$ cat src/rtl/parity_lane_array_pkg.sv
// Shared types and helpers for the parity lane array: FSM states,
// beat-counter width and lane slice indexing.
package parity_lane_array_pkg;

    typedef enum logic {
        IDLE  = 1'b0,
        ACCUM = 1'b1
    } state_e;

    // Width needed to hold 0..max_beats inclusive.
    function automatic int beats_w(input int max_beats);
        return (max_beats < 1) ? 1 : $clog2(max_beats + 1);
    endfunction

    // Lowest bit index of a lane's slice inside the packed lane vector.
    function automatic int lane_lo(input int lane, input int lane_w);
        return lane * lane_w;
    endfunction

endpackage

$ cat src/rtl/parity_lane_array_lane.sv
// Combinational per-lane beat parity: parity of the private slice XOR the
// parity of the broadcast vector, forced to 0 when the lane is disabled.
module parity_lane
    import parity_lane_array_pkg::*;
#(
    parameter int LANE_W   = 2,
    parameter int SHARED_W = 8
) (
    input  logic [LANE_W-1:0]   lane_slice,
    input  logic [SHARED_W-1:0] shared_bits,
    input  logic                lane_en,
    output logic                p
);

    assign p = lane_en & ((^lane_slice) ^ (^shared_bits));

endmodule

$ cat src/rtl/parity_lane_array.sv
// Frame-level per-lane parity accumulator with a single-entry valid/ready
// result register. Optional per-lane masking: PARITY_LANE_ARRAY_MASK_EN.
module parity_lane_array
    import parity_lane_array_pkg::*;
#(
    parameter int LANES     = 8,
    parameter int LANE_W    = 2,
    parameter int SHARED_W  = 8,
    parameter int MAX_BEATS = 15
) (
    input  logic                          clk,
    input  logic                          rst_n,
    input  logic                          in_valid,
    output logic                          in_ready,
    input  logic                          in_last,
    input  logic [SHARED_W-1:0]           shared_bits,
    input  logic [LANES*LANE_W-1:0]       lane_bits,
`ifdef PARITY_LANE_ARRAY_MASK_EN
    input  logic [LANES-1:0]              lane_mask,
`endif
    output logic                          out_valid,
    input  logic                          out_ready,
    output logic [LANES-1:0]              out_parity,
    output logic [beats_w(MAX_BEATS)-1:0] out_beats
);

    localparam int BW = beats_w(MAX_BEATS);
    localparam logic [BW-1:0] CNT_MAX = BW'(MAX_BEATS);

    logic [LANES-1:0] lane_en;
    logic [LANES-1:0] beat_p;

`ifdef PARITY_LANE_ARRAY_MASK_EN
    assign lane_en = lane_mask;
`else
    assign lane_en = '1;
`endif

    parity_lane #(
        .LANE_W   (LANE_W),
        .SHARED_W (SHARED_W)
    ) u_lane [LANES-1:0] (
        .lane_slice  (lane_bits),
        .shared_bits (shared_bits),
        .lane_en     (lane_en),
        .p           (beat_p)
    );

    state_e           state_q, state_d;
    logic [LANES-1:0] acc_q, acc_d;
    logic [BW-1:0]    cnt_q, cnt_d;
    logic             out_valid_q, out_valid_d;
    logic [LANES-1:0] out_parity_q, out_parity_d;
    logic [BW-1:0]    out_beats_q, out_beats_d;

    logic          accept;
    logic [BW-1:0] cnt_inc;

    assign in_ready = !out_valid_q || out_ready;
    assign accept   = in_valid && in_ready;
    assign cnt_inc  = (cnt_q == CNT_MAX) ? cnt_q : cnt_q + 1'b1;

    always_comb begin
        state_d      = state_q;
        acc_d        = acc_q;
        cnt_d        = cnt_q;
        out_valid_d  = out_valid_q;
        out_parity_d = out_parity_q;
        out_beats_d  = out_beats_q;

        if (out_valid_q && out_ready) begin
            out_valid_d = 1'b0;
        end

        // A last beat reloads the result register even as it drains.
        if (accept) begin
            if (in_last) begin
                out_parity_d = acc_q ^ beat_p;
                out_beats_d  = cnt_inc;
                out_valid_d  = 1'b1;
                acc_d        = '0;
                cnt_d        = '0;
                state_d      = IDLE;
            end else begin
                acc_d   = acc_q ^ beat_p;
                cnt_d   = cnt_inc;
                state_d = ACCUM;
            end
        end
    end

    always_ff @(posedge clk or negedge rst_n) begin
        if (!rst_n) begin
            state_q      <= IDLE;
            acc_q        <= '0;
            cnt_q        <= '0;
            out_valid_q  <= 1'b0;
            out_parity_q <= '0;
            out_beats_q  <= '0;
        end else begin
            state_q      <= state_d;
            acc_q        <= acc_d;
            cnt_q        <= cnt_d;
            out_valid_q  <= out_valid_d;
            out_parity_q <= out_parity_d;
            out_beats_q  <= out_beats_d;
        end
    end

    assign out_valid  = out_valid_q;
    assign out_parity = out_parity_q;
    assign out_beats  = out_beats_q;

endmodule

$ cat config.mk
export PLATFORM = sky130hd
export DESIGN_NAME = parity_lane_array
export DESIGN_NICKNAME = d
export VERILOG_FILES = /design/src/rtl/parity_lane_array_pkg.sv /design/src/rtl/parity_lane_array_lane.sv /design/src/rtl/parity_lane_array.sv
export SDC_FILE = /design/constraint.sdc
export NUM_CORES = 1
export LEC_CHECK = 0
export ABC_AREA = 1
export CORE_UTILIZATION = 50
export DETAILED_ROUTE_END_ITERATION = 10
export GPL_TIMING_DRIVEN = 0
export PLACE_DENSITY = 0.74
export SLEW_MARGIN = 20
export SYNTH_ARGS = -nofsm -noshare
export SYNTH_HDL_FRONTEND = slang
export SYNTH_HIERARCHICAL = 1
export SYNTH_SLANG_ARGS = --single-unit
$ cat constraint.sdc
create_clock -name clk -period 2.95 [get_ports clk]
set_input_delay 0.295 -clock clk [delete_from_list [all_inputs] [get_ports clk]]
set_output_delay 0.295 -clock clk [all_outputs]
set_load 0.05 [all_outputs]
==> impl_results.md, run 1 <==
* Placed wire-length estimate at 4.51 mm
* TritonCTS buffer count at 3
* Yosys cell types at 19
* Reg2Reg Depth at 7
* Biggest fanout along the worst timing path at 24
* Root cell of the clock tree: sky130_fd_sc_hd__clkbuf_8
* Layout cells sized above 1 at 11.3%
* Cell total after placement at 690
* Cells after synthesis at 569
* Final Routed Wirelength at 5.82 mm
* Final Hold Slack at -0.579 ps
* Buffers on Ports at 42
* Area of the mapped netlist at 0.00293 mm²
* Global routing usage summed across all routing layers at 21.2%
* Number of H-tree branching levels at 1
* Yosys warns at 6
* Total number of nets in the final design at 653
* Initial antenna violation count at 0
* Max Slew Vio Count at 0
* Final-layout setup total negative slack at 0 ps
* Result of the run: finished, violations left
* Wire length of the first global-routing pass at 10.9 mm
* RSZ-0062 raised after global routing: false
* Worst setup skew after layout at 5.46 ps
* Post-DRT Antenna Nets at 0
* Sequential cell area fraction in the yosys report at 21.4%
* Headroom to the max-slew limit at 36.3%
* Category of the most critical setup path: in -> reg
* Area growth from synthesis to layout at 19.7%
* Number of sinks on the clock net at 25
* Diode insertion count for antenna repair at 0
* Highest Clock Rate at 0.444 GHz
* Detail-routed net length per standard cell at 8.38 µm
* Average cell area after synthesis at 5.15 µm²
* Total congestion overflow at 0
* Final GP Congestion at 0.790
* CTS tree: built
* FILL cells at 552
* Max-capacitance violation count at 0
* Detail-routed via count per cell at 4.45
* Peak ir drop on the vdd network at 0.286 mV
* Hold Violations, Final at 2
* Violation count after the first detailed-routing iteration at 111
* First-pass detailed-route iteration total at 4
* Flip-flop and latch count after synthesis at 25
* Post-cts sizing count at 0
* Violated checks: negative hold slack
* HP Class: in -> async
* Clock transition at the registers of the reported paths at 90 ps
* Type of destination of the critical path: flop
* Insertion delay of the later-clocked pin in the worst-skew pair at 270 ps
* Sort of element at the start of the critical path: primary input
* Count of standard-cell rows at 27
* Post-CTS Hold Fix Bufs at 0
* Vias in the first global route at 2790
* Required time reported for the critical path endpoint at 3160 ps
* Total setup buffers inserted after CTS at 0
* Chip width at 78.5 µm
* Maximum root-to-sink buffer count at 2
* Number of cells in the finished layout apart from fillers at 694
* Total of endpoints with negative setup slack in the final report at 0
* Area of the core at 0.00557 mm²
* Die Span Y at 78.5 µm
* Area enclosed by the die boundary at 0.00617 mm²
* Initial Util at 52.5%
* Min Tclk post-route at 2250 ps
* Power per cell area at 398 mW/mm²
* Leakage power at 2.40 nW
* Top-Level Pins at 43
* Arrival @ worst endpoint at 2460 ps
* Overall via count from detail_route at 3087
* Pin count of the biggest net entering global routing at 26
* Actual transition at the worst max-transition pin at 953 ps
* Post-detailed-route DRC marker count at 0
* Post-route fraction of the period consumed by the critical path at 76.3%
critical path, stage by stage:
cell and delay [ps]:
sky130_fd_sc_hd__clkdlybuf4s50_1 1090, sky130_fd_sc_hd__inv_2 70, sky130_fd_sc_hd__nand2_1 100, sky130_fd_sc_hd__nand2_2 80, sky130_fd_sc_hd__nand2_1 60, sky130_fd_sc_hd__nand2_1 60
sky130_fd_sc_hd__nand2_2 80, sky130_fd_sc_hd__nand2_1 50, sky130_fd_sc_hd__nand2_1 50, sky130_fd_sc_hd__nand2_1 50, sky130_fd_sc_hd__nor2_2 100, sky130_fd_sc_hd__xor2_1 210
sky130_fd_sc_hd__nand2_1 100, sky130_fd_sc_hd__nand2_1 60
sequential cells by signal, indices dropped and copies added (netlist names):
signal      flops
acc_q           8
out_beats       4
out_valid       1
out_parity      8
cnt_q           4
stage by stage:
step / cell area [µm²] / hold WS (ps) / setup WS (ps) / total power, mW / util, %
floorplan: 2950 / -0.591 / 1560 / 0.970 / -
global placement: 3460 / 462 / 505 / 1.19 / 62.2
detailed placement: 3460 / 320 / 403 / 1.21 / 62.1
CTS: 3510 / 19.4 / 677 / 1.41 / 62.9
global route: 3510 / 31.7 / 372 / 1.52 / 62.9
finish: 3510 / -0.579 / 699 / 1.40 / 62.9
Yosys cell counts:
library cell,number,area share [%]
sky130_fd_sc_hd__nand2_1,360,46
sky130_fd_sc_hd__inv_1,77,9.9
sky130_fd_sc_hd__dfrtp_1,25,21
sky130_fd_sc_hd__nand2_2,24,5.1
sky130_fd_sc_hd__inv_2,17,2.2
sky130_fd_sc_hd__nor2_2,16,3.4
sky130_fd_sc_hd__nand3_1,11,1.9
sky130_fd_sc_hd__nor2_1,10,1.3
sky130_fd_sc_hd__xnor2_1,8,2.4
sky130_fd_sc_hd__xor2_1,8,2.4
sky130_fd_sc_hd__buf_2,2,0.34
sky130_fd_sc_hd__buf_6,2,0.77
sky130_fd_sc_hd__nand2_4,2,0.77
sky130_fd_sc_hd__o21ai_0,2,0.34
sky130_fd_sc_hd__a21oi_1,1,0.17
sky130_fd_sc_hd__conb_1,1,0.13
sky130_fd_sc_hd__ha_1,1,0.43
sky130_fd_sc_hd__nand3_4,1,0.60
sky130_fd_sc_hd__nor2_4,1,0.38
cells in the final DEF (no fill, tap or decap), drive strengths merged:
master         instances
o21ai                  2
clkdlybuf4s50         41
nand3                 12
clkbuf                 3
nor2                  27
xnor2                  8
buf                    5
clkinv                 1
conb                   8
xor2                   8
a21oi                  1
inv                   94
dfrtp                 25
nand2                386
ha                     1
kinds of logic (layout without fill, tap and decap cells):
kind of cell,count (synthesis),count (layout),share of synthesized area [%]
fa+ha+maj,1,1,0.427
compound gates,3,3,0.513
flops,25,25,21.4
other cells,1,8,0.128
simple gates,425,425,59.6
buf+inv,98,144,13.2
xor+xnor,16,16,4.79
layer usage:
layer	routed length [µm]	global-route usage [%]
met2	2880	41.7
met4	57	4.81
met5	0	0
met1	2740	24.7
met3	135	1.16
cell type report:
cell class	count	area, µm²	share of cell area, %
Clock buffer	3	41.3	1.18
Tap cell	72	90.1	2.57
Clock inverter	1	5.00	0.143
Multi-Input combinational cell	453	1940	55.4
Timing Repair Buffer	42	415	11.8
Inverter	94	353	10.1
Sequential cell	25	626	17.8
Buffer	4	32.5	0.928
path summary, 6_finish.rpt:
check | startpoint | end | slack [ps]
worst min-delay path | rst_n | cnt_q[3]$_DFFE_PN0P_ | -0.6
worst max register to register | cnt_q[0]$_DFFE_PN0P_ | cnt_q[0]$_DFFE_PN0P_ | 1730
min in group clk | out_parity[0]$_DFFE_PN0P_ | out_parity[0]$_DFFE_PN0P_ | 490
max in group asynchronous | rst_n | acc_q[4]$_DFFE_PN0P_ | 2590
worst min register to register | out_parity[0]$_DFFE_PN0P_ | out_parity[0]$_DFFE_PN0P_ | 490
worst max-delay path | shared_bits[4] | out_parity[7]$_DFFE_PN0P_ | 700
power breakdown:
part	leakage, nW	total, mW	switching [mW]	internal (mW)
Combinational	2.04	0.736	0.471	0.265
Sequential	0.328	0.460	0.0459	0.414
Clock	0.0255	0.199	0.104	0.0944
Total	2.40	1.40	0.622	0.773
No activity file was read; power rests on OpenSTA's default activity.
==> run 2: changes to the inputs <==
clock period = 2.2 ns   (was 2.95 ns; I/O delays follow)
==> run 2 against run 1 <==
The run now ends clean. Die area unchanged. Register-to-register slack got worse by 750 ps. Global-route usage hardly changed. Largest power group unchanged. Count of clock-buffer cells in the layout is the same. Non-clock buffer count increased by 1.
==> impl_results.md, run 2 (synthesis results as in run 1) <==
* First-pass detailed-route iteration total at 6 (+2)
* Total congestion overflow at 0 (unchanged)
* Initial antenna violation count at 0 (unchanged)
* Final worst slack at 358 ps (-341 ps)
* Met2 track demand over resource in global routing at 41.7% (-0.087 points)
* List of cells traversed by the critical path: clkdlybuf4s50_1 -> inv_1 -> nand2_4 -> clkdlybuf4s50_1
* Area of the core at 0.00557 mm² (unchanged)
* Most frequent standard cell in the layout excluding fill and tap cells: sky130_fd_sc_hd__nand2_1
* Internal power at 1.04 mW (+34%)
* Cell with the largest stage delay on the worst path: sky130_fd_sc_hd__clkdlybuf4s50_1
* Final GP Congestion at 0.790 (unchanged)
* RSZ-0062 raised after global routing: false
* Global routing usage summed across all routing layers at 21.2% (-0.049 points)
* Final Routed Wirelength at 5.85 mm (+0.53%)
* Wire length of the first global-routing pass at 10.8 mm (-0.25%)
* Overall Power at 1.87 mW (+34%)
* Number of sinks on the clock net at 25 (unchanged)
* Arrival @ worst endpoint at 1620 ps (-840 ps)
* Insertion delay of the later-clocked pin in the worst-skew pair at 270 ps (about the same)
* Most used cell, CP: sky130_fd_sc_hd__clkdlybuf4s50_1
* Root cell of the clock tree: sky130_fd_sc_hd__clkbuf_8
* Placed wire-length estimate at 4.51 mm (unchanged)
* Commonest cells after routing, fill and taps aside: 360 x sky130_fd_sc_hd__nand2_1, 77 x sky130_fd_sc_hd__inv_1, 33 x sky130_fd_sc_hd__clkdlybuf4s50_1
* Worst stage delay on the critical path at 800 ps (-290 ps)
* Most Used Layer, Global Route: met2
* Reg2reg start: cnt_q[0]$_DFFE_PN0P_
* Initial Util at 52.5% (unchanged)
* Post-route fraction of the period consumed by the critical path at 83.7%
* Violation count after the first detailed-routing iteration at 140 (+26%)
* Highest Clock Rate at 0.543 GHz
* Hold Violations, Final at 0 (-2)
* Worst slack at placement at -272 ps (-675 ps)
* Placement-stage cell area at 0.00346 mm² (unchanged)
* R2r setup slk at 980 ps (-750 ps)
* Register share of total power at 33.0% (about the same)
* Detail-routed net length per standard cell at 8.41 µm (+0.39%)
* Result of the run: finished clean
* Leakage power at 2.48 nW (+3.2%)
* Post-DRT Antenna Nets at 0 (unchanged)
* Worst setup path startpoint: out_ready
* Actual transition at the worst max-transition pin at 961 ps (+7.38 ps)
* Category of the most critical setup path: in -> out
* Pin count of the biggest net entering global routing at 26 (unchanged)
* Min Tclk post-route at 1840 ps
* Number of H-tree branching levels at 1 (unchanged)
* Top-Level Pins at 43 (unchanged)
* Max-capacitance violation count at 0 (unchanged)
* Total of endpoints with negative setup slack in the final report at 0 (unchanged)
* Power share of the clock group at 14.2% (about the same)
* Vias in the first global route at 2786 (-0.14%)
* Met3 track demand over resource in global routing at 1.16% (unchanged)
* CTS tree: built
* Final Hold Slack at 469 ps (+469 ps)
* Sort of element at the start of the critical path: primary input
* Met1 usage at 24.6% (-0.071 points)
* Total number of nets in the final design at 654 (+0.15%)
* Post-detailed-route DRC marker count at 0 (unchanged)
* Biggest fanout along the worst timing path at 4 (-83%)
* Power per cell area at 529 mW/mm² (+33%)
* Reg2Reg Depth at 7 (unchanged)
* Die Span Y at 78.5 µm (unchanged)
* Area enclosed by the die boundary at 0.00617 mm² (unchanged)
* Buffers on Ports at 42 (unchanged)
* Final-layout setup total negative slack at 0 ps (unchanged)
* Type of destination of the critical path: output pin
* Area growth from synthesis to layout at 20.8%
* Count of standard-cell rows at 27 (unchanged)
* Peak ir drop on the vdd network at 0.383 mV (+34%)
* Overall via count from detail_route at 3105 (+0.58%)
* Capture point of the worst path: in_ready
* Combinational cell fraction of total power at 52.8% (about the same)
* Headroom to the max-slew limit at 35.9% (-0.40 points)
* HP Class: in -> async
* Final Cell Area at 0.00354 mm² (+0.86%)
* Detail-routed via count per cell at 4.47 (+0.44%)
* Psw at 834 µW (+34%)
* Total setup buffers inserted after CTS at 0 (unchanged)
* Diode insertion count for antenna repair at 0 (unchanged)
* Chip width at 78.5 µm (unchanged)
* Layout cells sized above 1 at 11.2% (-0.018 points)
* Maximum root-to-sink buffer count at 2 (unchanged)
* Clock transition at the registers of the reported paths at 90 ps (about the same)
* TritonCTS buffer count at 3 (unchanged)
* Max Slew Vio Count at 0 (unchanged)
* RR Endpoint: cnt_q[0]$_DFFE_PN0P_
* Required time reported for the critical path endpoint at 1980 ps (-1180 ps)
* Switching Share at 44.6% (about the same)
* Worst setup skew after layout at 5.54 ps (+0.0787 ps)
## run 2: cell count changes in the layout (fill, tap and decap cells not counted)
cell                              previous run  this run
sky130_fd_sc_hd__dlygate4sd3_1               0         1
sky130_fd_sc_hd__clkdlybuf4s50_1            41        33
sky130_fd_sc_hd__dlymetal6s2s_1              0         8
## run 2: worst max-delay path, delay by kind of cell
| kind | cells | cell delay (ps) |
|---|---|---|
| buffers and inverters | 3 | 1310 |
| and+or+nand+nor | 1 | 90 |
## run 2: worst min path at each step
stage | slack [ps] | end | depth (start not counted)
after floorplan | -80 | acc_q[0]$_DFFE_PN0P_ | 0
after global placement | 460 | out_parity[4]$_DFFE_PN0P_ | 2
after detailed placement | 250 | acc_q[7]$_DFFE_PN0P_ | 1
after CTS | 490 | cnt_q[3]$_DFFE_PN0P_ | 2
after global routing | 510 | out_parity[7]$_DFFE_PN0P_ | 2
final | 470 | cnt_q[3]$_DFFE_PN0P_ | 2
## run 2: final cells by class
| type | count | area (µm²) |
|---|---|---|
| Sequential cell | 25 | 626 |
| Timing Repair Buffer | 43 | 445 |
| Fill cell | 553 | 2040 |
| Inverter | 94 | 353 |
| Clock inverter | 1 | 5.00 |
| Clock buffer | 3 | 41.3 |
| Multi-Input combinational cell | 453 | 1940 |
| Tap cell | 72 | 90.1 |
| Buffer | 4 | 32.5 |
## run 2: timing repair
| action | in CTS | in global routing |
|---|---|---|
| hold buffers | 1 | 0 |
| hold endpoints to repair | 25 | 0 |
| gates resized for setup | 0 | 8 |
| setup endpoints to repair | 0 | 16 |
## run 2: power by group through the flow
stage	sequential, mW	clock (mW)	combinational (mW)
floorplan	0.830	0	0.471
global placement	0.622	0	0.973
detailed placement	0.625	0	0.995
CTS	0.618	0.274	0.998
global route	0.629	0.293	1.12
finish	0.617	0.266	0.987
## run 2: through the flow
stage	utilization, %	cells
floorplan	-	576
global placement	62.2	690
detailed placement	62.1	690
CTS	63.1	695
global route	63.4	695
finish	63.4	695
## run 2: per-layer routing
layer	vias to the layer above	wire length [µm]
met5	-	0
met4	0	57
met3	5	165
met2	41	2900
met1	1324	2720
li1	1735	-
==> run 3: changes to the inputs <==
clock period = 1.8 ns   (was 2.2 ns; I/O delays follow)
==> run 3 against run 2 <==
Sequential share of layout area rose by 0.23 points. Clock skew about the same. Cell area fell by 1.3%. Worst setup slack worse by 200 ps. Via count fell by 0.32%. Core utilization shrank 0.83 points. First-iteration DRC count fell by 16%. Cell count stayed put. Global-route usage is essentially flat. Sequential cell count stayed put. Wire length shrank 0.51%. Critical path type is now reg -> out. Largest power group unchanged. Highest routed layer unchanged.
==> impl_results.md, run 3 (synthesis results as in run 1) <==
* List of cells traversed by the critical path: clkdlybuf4s50_1
* Worst setup skew after layout at 5.54 ps (+0.00644 ps)
* Initial Util at 52.5% (unchanged)
* Diode insertion count for antenna repair at 0 (unchanged)
* Detail-routed via count per cell at 4.45 (-0.32%)
* Reg2reg start: cnt_q[0]$_DFFE_PN0P_
* Most frequent standard cell in the layout excluding fill and tap cells: sky130_fd_sc_hd__nand2_1
* First-pass detailed-route iteration total at 4 (-2)
* Cell with the largest stage delay on the worst path: sky130_fd_sc_hd__clkdlybuf4s50_1
* R2r setup slk at 580 ps (-400 ps)
* Final-layout setup total negative slack at 0 ps (unchanged)
* CTS tree: built
* Leakage power at 2.41 nW (-2.7%)
* Worst stage delay on the critical path at 820 ps (+20 ps)
* Final Cell Area at 0.00349 mm² (-1.3%)
* Root cell of the clock tree: sky130_fd_sc_hd__clkbuf_8
* Placement-stage cell area at 0.00346 mm² (unchanged)
* Post-detailed-route DRC marker count at 0 (unchanged)
* Total setup buffers inserted after CTS at 0 (unchanged)
* Top-Level Pins at 43 (unchanged)
* Biggest fanout along the worst timing path at 2 (-2)
* Final Routed Wirelength at 5.82 mm (-0.51%)
* Hold Violations, Final at 0 (unchanged)
* Number of sinks on the clock net at 25 (unchanged)
* Buffers on Ports at 42 (unchanged)
* RSZ-0062 raised after global routing: false
* Post-DRT Antenna Nets at 0 (unchanged)
* Area enclosed by the die boundary at 0.00617 mm² (unchanged)
* Overall Power at 2.28 mW (+22%)
* Required time reported for the critical path endpoint at 1620 ps (-360 ps)
* Sort of element at the start of the critical path: flop
* Commonest cells after routing, fill and taps aside: 360 x sky130_fd_sc_hd__nand2_1, 77 x sky130_fd_sc_hd__inv_1, 32 x sky130_fd_sc_hd__clkdlybuf4s50_1
* HP Class: in -> async
* Placed wire-length estimate at 4.51 mm (unchanged)
* Global routing usage summed across all routing layers at 21.2% (-0.025 points)
* Highest Clock Rate at 0.607 GHz
* Max Slew Vio Count at 0 (unchanged)
* Total congestion overflow at 0 (unchanged)
* Number of H-tree branching levels at 1 (unchanged)
* Wire length of the first global-routing pass at 10.8 mm (-0.13%)
* Initial antenna violation count at 0 (unchanged)
* Max-capacitance violation count at 0 (unchanged)
* Category of the most critical setup path: reg -> out
* Number of logic stages on the critical path including buffering at 1 (-3)
* Kind of cell adding the most delay to the critical path: buffers and inverters
* Power per cell area at 652 mW/mm² (+23%)
* Worst setup path startpoint: out_valid$_DFF_PN0_
* RR Endpoint: cnt_q[0]$_DFFE_PN0P_
* Insertion delay of the later-clocked pin in the worst-skew pair at 270 ps (about the same)
* Violation count after the first detailed-routing iteration at 118 (-16%)
* Peak ir drop on the vdd network at 0.469 mV (+22%)
* Post-route fraction of the period consumed by the critical path at 91.5%
* Chip width at 78.5 µm (unchanged)
* Type of destination of the critical path: output pin
* Maximum root-to-sink buffer count at 2 (unchanged)
* Area of the core at 0.00557 mm² (unchanged)
* Pin count of the biggest net entering global routing at 26 (unchanged)
* Total number of nets in the final design at 654 (unchanged)
* Detail-routed net length per standard cell at 8.37 µm (-0.51%)
* Buffering stage count on the worst path with inverters included at 1 (-2)
* Arrival @ worst endpoint at 1470 ps (-150 ps)
* Overall via count from detail_route at 3095 (-0.32%)
* Area growth from synthesis to layout at 19.2%
* Layout cells sized above 1 at 12.5% (+1.3 points)
* Count of standard-cell rows at 27 (unchanged)
* Clock transition at the registers of the reported paths at 90 ps (about the same)
* Vias in the first global route at 2782 (-0.14%)
* Total of endpoints with negative setup slack in the final report at 0 (unchanged)
* Reg2Reg Depth at 7 (unchanged)
* Min Tclk post-route at 1650 ps
* Capture point of the worst path: out_valid
* Result of the run: finished clean
* Headroom to the max-slew limit at 63.8% (+28 points)
* Final GP Congestion at 0.790 (unchanged)
* Actual transition at the worst max-transition pin at 544 ps (-417 ps)
* TritonCTS buffer count at 3 (unchanged)
* Die Span Y at 78.5 µm (unchanged)
-- run 3: changes by cell type in the layout (fill, tap and decap cells not counted), sizes merged --
cell	delta
dlymetal6s2s	-7
clkdlybuf4s50	-1
clkdlybuf4s18	+1
clkbuf	+5
buf	+1
clkdlybuf4s15	+1
-- run 3: cell type report --
| class | count | area [µm²] |
|---|---|---|
| flip-flops and latches | 25 | 626 |
| clock inverters | 1 | 5.00 |
| repair buffers | 43 | 399 |
| plain buffers | 4 | 32.5 |
| inverters | 94 | 353 |
| multi-input cells | 453 | 1940 |
| well taps | 72 | 90.1 |
| clock buffers | 3 | 41.3 |
| fillers | 555 | 2080 |
-- run 3: how the worst min path moves through the flow --
stage,depth (start not counted),end,slack [ps],startpoint
detailed placement,1,acc_q[7]$_DFFE_PN0P_,210,rst_n
finish,2,cnt_q[3]$_DFFE_PN0P_,430,rst_n
floorplan,0,acc_q[0]$_DFFE_PN0P_,-120,rst_n
global placement,2,out_parity[4]$_DFFE_PN0P_,460,out_parity[4]$_DFFE_PN0P_
global route,2,cnt_q[3]$_DFFE_PN0P_,480,rst_n
CTS,2,cnt_q[3]$_DFFE_PN0P_,450,rst_n
-- run 3: metal layers --
layer | routed length, µm | part of all wire, % | global-route usage (%) | vias up
met3 | 227 | 3.9 | 1.16 | 5
met2 | 2860 | 49 | 41.6 | 45
met4 | 57 | 0.98 | 4.81 | 0
met5 | 0 | 0 | 0 | -
li1 | - | - | - | 1737
met1 | 2670 | 46 | 24.6 | 1308
-- run 3: metrics by stage --
step | cells | utilization [%] | hold WS [ps] | worst slack, ps
after floorplan | 576 | - | -116 | 406
after CTS | 695 | 63.1 | 453 | 5.53
final | 695 | 62.6 | 429 | 153
after detailed placement | 690 | 62.1 | 205 | -632
after global placement | 690 | 62.2 | 462 | -530
after global routing | 695 | 62.6 | 477 | 20.4
-- run 3: report_power, final --
part	leakage (nW)	total [mW]	switching, mW	internal (mW)
clock network	0.0255	0.326	0.171	0.155
registers	0.328	0.754	0.0751	0.679
logic	2.05	1.20	0.772	0.424
-- run 3: repair_timing --
action                                  in CTS  in global routing
hold endpoints to repair                    25                  0
hold buffers                                 1                  0
endpoints found under the setup margin      16                 17
gates resized for setup                     17                 11
